File: src/rtl/dcache_wr_buffer_pkg.sv
// Shared write-type encodings and line geometry for the dcache, the write buffer and the bridge.
package dcache_wr_buffer_pkg;

  localparam logic [2:0] WR_TYPE_BYTE = 3'b000;
  localparam logic [2:0] WR_TYPE_HALF = 3'b001;
  localparam logic [2:0] WR_TYPE_WORD = 3'b010;
  localparam logic [2:0] WR_TYPE_LINE = 3'b100;

  // A line is 16 bytes, so the line address drops the low 4 address bits.
  localparam int unsigned LINE_OFF_W = 4;

endpackage

File: src/rtl/dcache_wr_buffer_fifo.sv
// In-order FIFO: storage, head/tail pointers and occupancy count.
// Besides the head entry, it exposes a per-slot valid bit and the top TAG_W bits of every slot.
// The owner uses these for associative lookups.
module wb_fifo #(
  parameter int unsigned WIDTH = 8,
  parameter int unsigned DEPTH = 2,
  parameter int unsigned TAG_W = 4
) (
  input  logic                        i_clk,
  input  logic                        i_rst_n,
  input  logic                        i_push,
  input  logic                        i_pop,
  input  logic [WIDTH-1:0]            i_wdata,
  output logic [WIDTH-1:0]            o_head,
  output logic [$clog2(DEPTH):0]      o_count,
  output logic [DEPTH-1:0]            o_valid,
  output logic [DEPTH-1:0][TAG_W-1:0] o_tag
);

  localparam int unsigned PTR_W = $clog2(DEPTH);

  logic [WIDTH-1:0] r_mem [DEPTH];
  logic [DEPTH-1:0] r_valid;
  logic [PTR_W-1:0] r_head;
  logic [PTR_W-1:0] r_tail;
  logic [PTR_W:0]   r_count;

  // Storage and per-slot valid bits: write at tail on push, release the head slot on pop
  always_ff @(posedge i_clk) begin
    if (!i_rst_n) begin
      for (int unsigned i = 0; i < DEPTH; i++) begin
        r_mem[i] <= '0;
      end
      r_valid <= '0;
    end else begin
      if (i_push) begin
        r_mem[r_tail] <= i_wdata;
      end
      if (i_pop) begin
        r_valid[r_head] <= 1'b0;
      end
      if (i_push) begin
        r_valid[r_tail] <= 1'b1;
      end
    end
  end

  // Pointers wrap naturally because DEPTH is a power of two; the count tracks net push/pop
  always_ff @(posedge i_clk) begin
    if (!i_rst_n) begin
      r_head  <= '0;
      r_tail  <= '0;
      r_count <= '0;
    end else begin
      if (i_push) begin
        r_tail <= r_tail + 1'b1;
      end
      if (i_pop) begin
        r_head <= r_head + 1'b1;
      end
      case ({i_push, i_pop})
        2'b10:   r_count <= r_count + 1'b1;
        2'b01:   r_count <= r_count - 1'b1;
        default: r_count <= r_count;
      endcase
    end
  end

  // Head entry, count and lookup taps
  always_comb begin
    o_head  = r_mem[r_head];
    o_count = r_count;
    o_valid = r_valid;
    for (int unsigned i = 0; i < DEPTH; i++) begin
      o_tag[i] = r_mem[i][WIDTH-1 -: TAG_W];
    end
  end

endmodule

File: src/rtl/dcache_wr_buffer.sv
// Write-back buffer between the dcache and the bridge write port.
// Evictions and uncached stores are queued and drained in order.
// Reads to queued addresses are flagged as hazards.
module dcache_wr_buffer
  import dcache_wr_buffer_pkg::*;
#(
  parameter int unsigned DEPTH  = 2,
  parameter int unsigned ADDR_W = 32,
  parameter int unsigned LINE_W = 128
) (
  input  logic              aclk,
  input  logic              aresetn,
  input  logic              in_wr_req,
  input  logic [2:0]        in_wr_type,
  input  logic [ADDR_W-1:0] in_wr_addr,
  input  logic [3:0]        in_wr_wstrb,
  input  logic [LINE_W-1:0] in_wr_data,
  output logic              in_wr_rdy,
  output logic              wr_req,
  output logic [2:0]        wr_type,
  output logic [ADDR_W-1:0] wr_addr,
  output logic [3:0]        wr_wstrb,
  output logic [LINE_W-1:0] wr_data,
  input  logic              wr_rdy,
  input  logic [ADDR_W-1:0] chk_addr,
  output logic              chk_hit,
  output logic              buf_empty
);

  localparam int unsigned PTR_W = $clog2(DEPTH);
  localparam int unsigned ENT_W = 3 + ADDR_W + 4 + LINE_W;
  // Lookup tag = type plus word address; it sits at the top of each entry
  localparam int unsigned TAG_W = 3 + ADDR_W - 2;
  localparam logic [PTR_W:0] FULL_CNT = (PTR_W + 1)'(DEPTH);

  logic                        w_push;
  logic                        w_pop;
  logic [ENT_W-1:0]            w_head;
  logic [PTR_W:0]              w_count;
  logic [DEPTH-1:0]            w_valid;
  logic [DEPTH-1:0][TAG_W-1:0] w_tag;
  logic                        w_unused;

  assign w_push = in_wr_req & in_wr_rdy;
  assign w_pop  = wr_req & wr_rdy;

  wb_fifo #(
    .WIDTH (ENT_W),
    .DEPTH (DEPTH),
    .TAG_W (TAG_W)
  ) u_fifo (
    .i_clk   (aclk),
    .i_rst_n (aresetn),
    .i_push  (w_push),
    .i_pop   (w_pop),
    .i_wdata ({in_wr_type, in_wr_addr, in_wr_wstrb, in_wr_data}),
    .o_head  (w_head),
    .o_count (w_count),
    .o_valid (w_valid),
    .o_tag   (w_tag)
  );

  // Handshake and status decode from the registered count only
  always_comb begin
    in_wr_rdy = (w_count != FULL_CNT);
    wr_req    = (w_count != '0);
    buf_empty = (w_count == '0);
    {wr_type, wr_addr, wr_wstrb, wr_data} = w_head;
  end

  // Hazard check over every valid slot, including a head slot popping this cycle.
  // Line entries compare the line address; all other types compare the word address.
  always_comb begin
    chk_hit = 1'b0;
    for (int unsigned i = 0; i < DEPTH; i++) begin
      if (w_valid[i]) begin
        if (w_tag[i][TAG_W-1 -: 3] == WR_TYPE_LINE) begin
          chk_hit = chk_hit |
            (w_tag[i][ADDR_W-3:LINE_OFF_W-2] == chk_addr[ADDR_W-1:LINE_OFF_W]);
        end else begin
          chk_hit = chk_hit | (w_tag[i][ADDR_W-3:0] == chk_addr[ADDR_W-1:2]);
        end
      end
    end
  end

  // Byte offset within a word never takes part in the overlap check
  assign w_unused = &{1'b0, chk_addr[1:0]};

endmodule

File: config.mk
export PLATFORM = sky130hd
export DESIGN_NAME = dcache_wr_buffer
export DESIGN_NICKNAME = d
export VERILOG_FILES = /design/src/rtl/dcache_wr_buffer_pkg.sv /design/src/rtl/dcache_wr_buffer_fifo.sv /design/src/rtl/dcache_wr_buffer.sv
export SDC_FILE = /design/constraint.sdc
export NUM_CORES = 1
export LEC_CHECK = 0
export BUFFER_PORTS_ARGS = -buffer_cell sky130_fd_sc_hd__buf_2
export CORE_ASPECT_RATIO = 0.8
export CORE_MARGIN = 2
export CORE_UTILIZATION = 58
export DETAILED_ROUTE_END_ITERATION = 8
export PLACE_DENSITY = 0.86
export SETUP_SLACK_MARGIN = 0.15
export SYNTH_ARGS = -nofsm -noshare
export SYNTH_HDL_FRONTEND = slang
export SYNTH_SLANG_ARGS = --single-unit
File: constraint.sdc
create_clock -name aclk -period 19.7 [get_ports aclk]
set_input_delay 0.985 -clock aclk [delete_from_list [all_inputs] [get_ports aclk]]
set_output_delay 0.985 -clock aclk [all_outputs]
set_load 0.01 [all_outputs]
Yosys cells after proc, flatten, opt, wreduce, memory -nomap -nowiden
Memory sizes are Yosys's and may differ from the RTL's. A register that Yosys moved wholly into a read port is not among the register bits.
Index checks and enable logic that the tools add are counted.
- flip-flop bits (word level): 6
- memories kept: 1
- output and inout port bits: 171
- bits of input ports: 203
- logic and storage cells: 56
- RAM bits: 334
- $lt $le $gt $ge: 4
- add/subtract/negate cells: 4
- bitwise logic cells: 7
- equality and inequality tests: 9
- muxes and demuxes: 21
- reductions and logical operators: 6
- memory list (memory ; depth ; width ; rd ports ; clocked after Yosys merged registers in ; write ports ; line ; text):
    u_fifo.r_mem ; 2 ; 167 ; 3 ; 1 ; 2 ; dcache_wr_buffer_fifo.sv:22 ; logic [WIDTH-1:0] r_mem [DEPTH];
- operators with widths (cell ; count):
    167-bit 2-to-1 mux ; 1
    167-bit OR reduction ; 1
    30-bit == test ; 2
    28-bit == test ; 2
    1-bit 2-to-1 mux ; 14
    3-bit == test, second input constant ; 2
    2-bit 2-to-1 mux ; 3
    1-bit by 2-bit < comparator with 1-bit output, second input constant ; 2
    2-bit one-hot mux with 2 select lines ; 1
    2-bit nonzero test ; 2
    1-bit adder, second input constant ; 2
    2-bit by 1-bit adder with 2-bit output, second input constant ; 1
    1-bit AND ; 2
    2-bit AND ; 1
    1-bit demux with 1-bit select ; 2
    2-bit by 1-bit == test with 1-bit output, second input constant ; 1
    2-bit == test, second input constant ; 1
    1-bit >= comparator, second input constant ; 2
    1-bit logical AND ; 2
    2-bit logical NOT ; 1
    2-bit != test, second input constant ; 1
    2-bit inverter ; 1
    1-bit OR ; 2
    2-bit OR ; 1
    2-bit by 1-bit subtractor with 2-bit output, second input constant ; 1

Depth between registers and ports, before layout
Gate-level depths: netlist of run 1.
- depth after elaboration: 10
- mapped depth: 7
- depth with buffers taken out: 7

Cells and area by module
From an unflattened synthesis of run 1, not the netlist that was laid out.
- cells, all modules: 1264
- area total of the unflattened synthesis: 16305.6 sq um
- by module, submodules not included (module ; seq. area each (sq um) ; cells an instance ; times used ; area an instance (sq um)):
    wb_fifo ; 10169.8 ; 1174 ; 1 ; 15595.0
    dcache_wr_buffer ; 0.0 ; 90 ; 1 ; 710.7

Least setup slack after synthesis of run 1
Ideal clock, no wire load.
- kind: input to register
- from: input in_wr_req
- to: memory u_fifo.r_mem[0][0] in the netlist's numbering, enable pin
- stages: 2
- required time: 18.776 ns
- path slack: 6.068 ns
- buffers on the path: 0
- library setup time: 0.924 ns
- arrival time: 12.708 ns
- cells stage by stage: nand2_4 -> o21ai_0
- RTL lines (what ; line ; text):
    start, declared ; dcache_wr_buffer.sv:13 ; input logic in_wr_req,
    end, declared ; dcache_wr_buffer_fifo.sv:22 ;

Worst setup path in the final report of run 1
- from: input chk_addr[5]
- to: output chk_hit
- word-level cells in the longest chain between the ends: 6
- elaborated cells between the ends (all ways): 10
- those cells by class: eq/ne (4); mux (4); bitwise (2)
- RTL lines (what ; line ; text):
    start, declared ; dcache_wr_buffer.sv:25 ; input logic [ADDR_W-1:0] chk_addr,
    30-bit == test / 28-bit == test (equally long branches) ; dcache_wr_buffer.sv:81, dcache_wr_buffer.sv:79 ;
    1-bit 2-to-1 mux ; dcache_wr_buffer.sv:77 ; if (w_tag[i][TAG_W-1 -: 3] == WR_TYPE_LINE) begin
    1-bit 2-to-1 mux ; dcache_wr_buffer.sv:76 ; if (w_valid[i]) begin
    1-bit OR (on tied branches) ; dcache_wr_buffer.sv:81, dcache_wr_buffer.sv:78 ;
    1-bit 2-to-1 mux ; dcache_wr_buffer.sv:77 ;
    1-bit 2-to-1 mux * ; dcache_wr_buffer.sv:76 ;
    end, declared ; dcache_wr_buffer.sv:26 ; output logic chk_hit,
Mark *: on every way between the ends. The rest lies on a longest branch, timed or not.

==> metrics.md, run 1 <==
| Metric | Value |
|---|---|
| Outcome | `complete, no violations` |
| Gr ovfl total | `0` |
| Worst hold stages | `1` |
| Area of the multi-input gates | `4970 µm²` |
| Net count, final | `1574` |
| Setup-failing EPs final | `0` |
| Max Clk Rate | `285 MHz` |
| Initial antenna violation count | `9` |
| CTS tree | `yes` |
| Post-CTS Repair Setup Buffers | `0` |
| Routability Congestion | `0.864` |
| WP data arrival | `2.53 ns` |
| DP Cell Count | `1690` |
| Layout Skew | `0.0118 ns` |
| Fin. Hold Viols | `0` |
| Die height | `150 µm` |
| Slowest cell on crit path | `nor4_1` |
| Cells after Synth | `1011` |
| Die area | `27900 µm²` |
| HPWL Detailed | `22.1 mm` |
| Crit path required time | `18.72 ns` |
| Post-CTS Resized | `0` |
| R2R depth | `4` |
| Setup TNS | `0 ns` |
| Drt drc | `0` |
| Yosys top cell area share | `0.651` |
| Area Growth Syn to Fin | `21.2%` |
| Syn Nets | `1215` |
| Min cycle time layout | `3.51 ns` |
| Clk sinks | `341` |
| Max stage delay on crit path | `0.38 ns` |
| Reg-to-reg critical path startpoint | `u_fifo.o_count[0]` |
| Die width | `186 µm` |
| Htree depth | `2` |
| Global-route wire length before repair | `50.5 mm` |
| Final WS setup | `16.19 ns` |
| Yosys top cell by area | `edfxtp_1` |
| Hold Path End | `u_fifo.o_valid[1]` |
| Worst VDD drop | `87.3 µV` |
| Yosys cell types | `33` |
| CP bufs+invs | `2` |
| CORE AREA | `26200 µm²` |
| All-Layer GR Usage | `0.239` |
| Min Hold Slack | `0.537 ns` |
| Crit Path Class | `input pin to primary output` |
| Ranking of synthesized cells by area | `edfxtp_1 65%, mux2_2 12%, and2_1 10%, and2_2 4.4%, xnor2_1 2.4%` |
| Worst setup EP type | `primary output` |
| Hold wc startpoint | `u_fifo.o_valid[1]` |
| Pin count of the biggest net entering global routing | `168` |
| Hold_buf cts | `0` |
| WL per Instance | `19.5 µm` |
| Fin cells | `1761` |
| Leakage | `7.83 nW` |
| Iteration-0 DRC Markers | `610` |
| Clock buffer depth | `3` |
| Placement Setup Slack | `15.69 ns` |
| Final ANT Viol Nets | `0` |
| Critical Path Fanout Max | `2` |
| Sequential Area | `10200 µm²` |
| Reg clk slew, reported paths | `0.06 ns` |
| Clock Tree Root | `clkbuf_16` |
| Seq/Total Area, Yosys | `0.660` |
| Layout cells sized above 1 | `0.496` |
| Vias in the first global route | `9549` |
| Starting Density | `0.588` |
| DR vias | `9305` |
| Fill count | `1716` |
| Unrepaired setup endpoints after global routing | `no` |
| Yosys reg bits | `341` |
| Worst min-delay path category | `register to register` |
| Reg2reg setup slack | `16.42 ns` |
| Startpoint types | `input pin` |
| Max_slew headroom | `0.293` |
| WL final | `34.4 mm` |
| Vias per cell | `5.28` |
| Final Util | `0.713` |
| Stages on the worst setup path | `7` |
| Synth Cell Area | `15400 µm²` |
| Slew Limit Fails | `0` |
| Commonest non-fill, non-tap cell in the layout | `buf_2` |
| Skew-Pair Late Insertion Delay | `0.50 ns` |
| Worst path top cell family by delay | `simple AND/OR/NAND/NOR gates` |
| Max cap viols | `0` |
| Power Dens Cells | `119 nW/µm²` |
| Cells along the critical path | `buf_2 > xnor2_1 > nand4_1 > nor4_1 > nand4_1 > o32ai_1 > buf_2` |
| Slew @ Worst Pin | `1.06 ns` |
| Io pins | `374` |
| Reg2reg end | `u_fifo.r_mem[1][102]` |
| Cell row count | `53` |
| Most frequent cells in the layout | `371 x buf_2, 334 x edfxtp_1, 249 x and2_1` |
| Fin crit share | `0.178` |
| Num CTS Buffers | `35` |
| Port bufs | `371` |
| First-pass detailed-route iteration total | `7` |
| YS warnings | `0` |
| Synthesized area per cell | `15.2 µm²` |
[metrics by stage]
step	power [mW]	cell area (µm²)
3_3_place_gp	1.58	17500
3_5_place_dp	1.59	17500
4_1_cts	2.24	18700
6_report	2.23	18700
2_1_floorplan	1.39	15400
5_1_grt	2.32	18700
[final cells by class]
cell class | instances | share of cell area
Sequential cell | 341 | 0.545
Multi-Input combinational cell | 611 | 0.266
Timing Repair Buffer | 379 | 0.103
Clock buffer | 46 | 0.0530
Tap cell | 357 | 0.0239
Clock inverter | 13 | 0.00717
Antenna cell | 12 | 0.00161
Inverter | 2 | 0.000402
[cell usage after synthesis, drive strengths merged]
cell	count
and2	339
edfxtp	334
mux2	167
xnor2	43
clkbuf	37
xor2	21
buf	20
nand4	11
dfxtp	7
nor4	6
o21ai	5
nand2	4
inv	2
nand2b	2
nor2	2
a21boi	1
a22oi	1
a31o	1
and4	1
ha	1
nand3	1
nor3	1
nor3b	1
o32ai	1
or2	1
or3	1
[flip-flops by register name, summed over array words and instances, names as in the netlist, named ones only]
name and cells:
u_fifo.o_count 2, u_fifo.o_valid 2, u_fifo.r_head 1, u_fifo.r_mem 334, u_fifo.r_tail 1
[power by group]
group / leakage, nW / total (mW) / internal, mW / switching, mW
registers: 3.60 / 0.977 / 0.932 / 0.0445
clock network: 0.546 / 0.652 / 0.391 / 0.261
logic: 3.69 / 0.599 / 0.281 / 0.318
[cell families after synthesis]
family / after synthesis / synth area share
AND/OR/NAND/NOR: 370 / 0.158
flip-flops: 341 / 0.660
multiplexers: 167 / 0.122
XOR/XNOR: 64 / 0.0364
buffers and inverters: 59 / 0.0188
AO/OA/AOI/OAI: 9 / 0.00373
adder cells (fa/ha/maj): 1 / 0.000812
[worst max path at each step]
stage | start | to | slack (ns)
after floorplan | in_wr_req | u_fifo.r_mem[0][0] | 6.07
after global placement | aresetn | u_fifo.r_mem[1][101] | 15.68
after detailed placement | aresetn | u_fifo.r_mem[1][101] | 15.69
after CTS | register | wr_addr[2] | 16.17
after global routing | chk_addr[5] | chk_hit | 16.03
final | chk_addr[5] | chk_hit | 16.19
[metal layers]
layer  up-vias  track usage  wire length (µm)
met2       376        0.392             16500
met1      4523        0.292             13000
met4         4       0.0917              1070
met5         -            0                24
met3        82       0.0859              3790
li1       4320            -                 -
Power figures use the tool's default switching activity.
==> run 2: changes to the inputs <==
- ABC_AREA: not set -> 1
- CORE_UTILIZATION: 58 -> 49
- PLACE_DENSITY: 0.86 -> 0.77
- clock period: 19.7 -> 3 ns (I/O delays scaled with it)
==> metrics.md, run 2 <==
| Metric | Value |
|---|---|
| Fin crit share | `0.812` |
| Crit Path Class | `register to primary output` |
| Slew Limit Fails | `0` |
| Worst min-delay path category | `input pin to register` |
| Gr ovfl total | `0` |
| Yosys reg bits | `341` |
| Area Growth Syn to Fin | `32.3%` |
| Commonest non-fill, non-tap cell in the layout | `buf_2` |
| Post-CTS Repair Setup Buffers | `0` |
| Post-CTS Resized | `0` |
| Largest register FFs | `334` |
| Most flops, register | `u_fifo.r_mem` |
| Area of the multi-input gates | `4270 µm²` |
| Ranking of synthesized cells by area | `edfxtp_1 64%, mux2_2 9.8%, nor2_1 8.1%, inv_1 5.9%, nand2_1 4.2%` |
| Initial antenna violation count | `2` |
| WL final | `42.2 mm` |
| Clock buffer depth | `3` |
| Drt drc | `0` |
| Crit path required time | `2.85 ns` |
| Skew-Pair Late Insertion Delay | `0.53 ns` |
| Layout cells sized above 1 | `0.312` |
| CORE AREA | `31400 µm²` |
| R2R depth | `6` |
| EDFF count, synth | `334` |
| Vias per cell | `5.00` |
| WP data arrival | `2.29 ns` |
| DR vias | `11900` |
| Max_slew headroom | `0.274` |
| Pin count of the biggest net entering global routing | `170` |
| Reg2reg setup slack | `0.84 ns` |
| Die width | `204 µm` |
| Setup-failing EPs final | `0` |
| Yosys top cell area share | `0.640` |
| Startpoint types | `register` |
| Max Clk Rate | `410 MHz` |
| Seq/Total Area, Yosys | `0.649` |
| Clock Tree Root | `clkbuf_16` |
| Routability Congestion | `0.910` |
| Fin. Hold Viols | `0` |
| Dpl cell area | `18000 µm²` |
| Most frequent cells in the layout | `371 x buf_2, 339 x nor2_1, 334 x edfxtp_1` |
| Cell row count | `58` |
| Total power | `13.0 mW` |
| Critical Path Fanout Max | `95` |
| Synthesized area per cell | `11.1 µm²` |
| Layout Skew | `0.0147 ns` |
| Worst setup EP type | `primary output` |
| HPWL Detailed | `24.9 mm` |
| Final Util | `0.660` |
| Die area | `33400 µm²` |
| Finished Cell Area | `20700 µm²` |
| Power Dens Cells | `626 nW/µm²` |
| Fin cells | `2390` |
| Sequential Area | `10200 µm²` |
| Syn Nets | `1620` |
| YS warnings | `0` |
| Final ANT Viol Nets | `0` |
| Clk sinks | `341` |
| Setup TNS | `0 ns` |
| Net count, final | `2151` |
| Min Hold Slack | `0.0398 ns` |
| Async S/R FF share, synth | `0` |
| Yosys cell types | `27` |
| Reg2reg end | `u_fifo.r_mem[0][11]` |
| DP Cell Count | `2161` |
| Worst hold stages | `4` |
| Io pins | `374` |
| Iteration-0 DRC Markers | `887` |
| Num CTS Buffers | `36` |
| Ranking of synthesized cells by instance count | `339 x nor2_1, 334 x edfxtp_1, 246 x inv_1` |
| Yosys top cell by area | `edfxtp_1` |
| Leakage | `9.63 nW` |
| First-pass detailed-route iteration total | `5` |
| Fill count | `2255` |
| Slew @ Worst Pin | `1.09 ns` |
| Placement Setup Slack | `1.02 ns` |
| Synth Cell Area | `15700 µm²` |
| Htree depth | `2` |
| WL per Instance | `17.7 µm` |
| Die height | `164 µm` |
| Reg clk slew, reported paths | `0.06 ns` |
| Worst VDD drop | `507 µV` |
| All-Layer GR Usage | `0.248` |
| Port bufs | `371` |
| Top-count cell post-synth | `nor2_1` |
| Hold Path End | `u_fifo.o_valid[0]` |
| Most used DFF post-synth | `edfxtp_1` |
| Outcome | `complete, no violations` |
| Min cycle time layout | `2.44 ns` |
| Unrepaired setup endpoints after global routing | `no` |
| Vias in the first global route | `12400` |
| CTS tree | `yes` |
| Hold wc startpoint | `wr_rdy` |
| Starting Density | `0.499` |
| Reg-to-reg critical path startpoint | `u_fifo.o_count[1]` |
| Max cap viols | `0` |
| Cells after Synth | `1416` |
| Global-route wire length before repair | `64.1 mm` |
| Final WS setup | `0.563 ns` |
==> run 2: cell type report <==
type	instances	share of cell area
inverter	247	0.0447
multi-input combinational	769	0.206
clock inverter	10	0.00495
tap	420	0.0253
timing repair buffer	552	0.181
clock buffer	47	0.0465
sequential	341	0.491
antenna	4	0.000483
==> run 2: what timing repair did <==
| item | in CTS | in global routing |
|---|---|---|
| hold endpoints to repair | 330 | 0 |
| setup endpoints to repair | 0 | 0 |
| hold buffers | 168 | 0 |
==> run 2: per-layer routing <==
layer  wire length, µm  share of wire  GRT usage  up-vias
li1                  -              -          -     5597
met1             15800           0.38      0.287     5710
met2             21400           0.51      0.444      536
met3              3550          0.084     0.0679      106
met4              1460          0.034     0.0870        0
met5                 0              0          0        -
==> run 2: power by group <==
group          switching (mW)  internal (mW)
sequential              0.190           5.77
clock                    1.78           2.42
combinational            1.61           1.20
total                    3.57           9.40
==> run 2: cells by family (layout without fill, tap and decap cells) <==
logic type / Yosys count / after routing / share of synthesized area
muxes: 137 / 137 / 0.0985
other: 0 / 4 / 0
AOI/OAI and AO/OA: 57 / 57 / 0.0187
and+or+nand+nor: 569 / 569 / 0.149
adders and majority gates: 1 / 1 / 0.000798
buffers and inverters: 306 / 856 / 0.0814
DFF: 341 / 341 / 0.649
xor gates and xnor gates: 5 / 5 / 0.00280
==> run 2: worst max path at each step <==
stage	start	end	cells past startpoint
after floorplan	u_fifo.o_count[0]	u_fifo.r_mem[0][0]	8
after detailed placement	u_fifo.o_count[1]	u_fifo.r_mem[0][129]	6
after CTS	register	wr_data[51]	3
final	register	wr_data[60]	3
after global routing	register	wr_data[60]	3
after global placement	aresetn	u_fifo.r_mem[1][108]	4
==> run 2: critical path, cell delays in order (launching register included) <==
cell	delay, ns
dfxtp_4	0.60
buf_12	0.45
mux2_2	0.44
buf_2	0.15
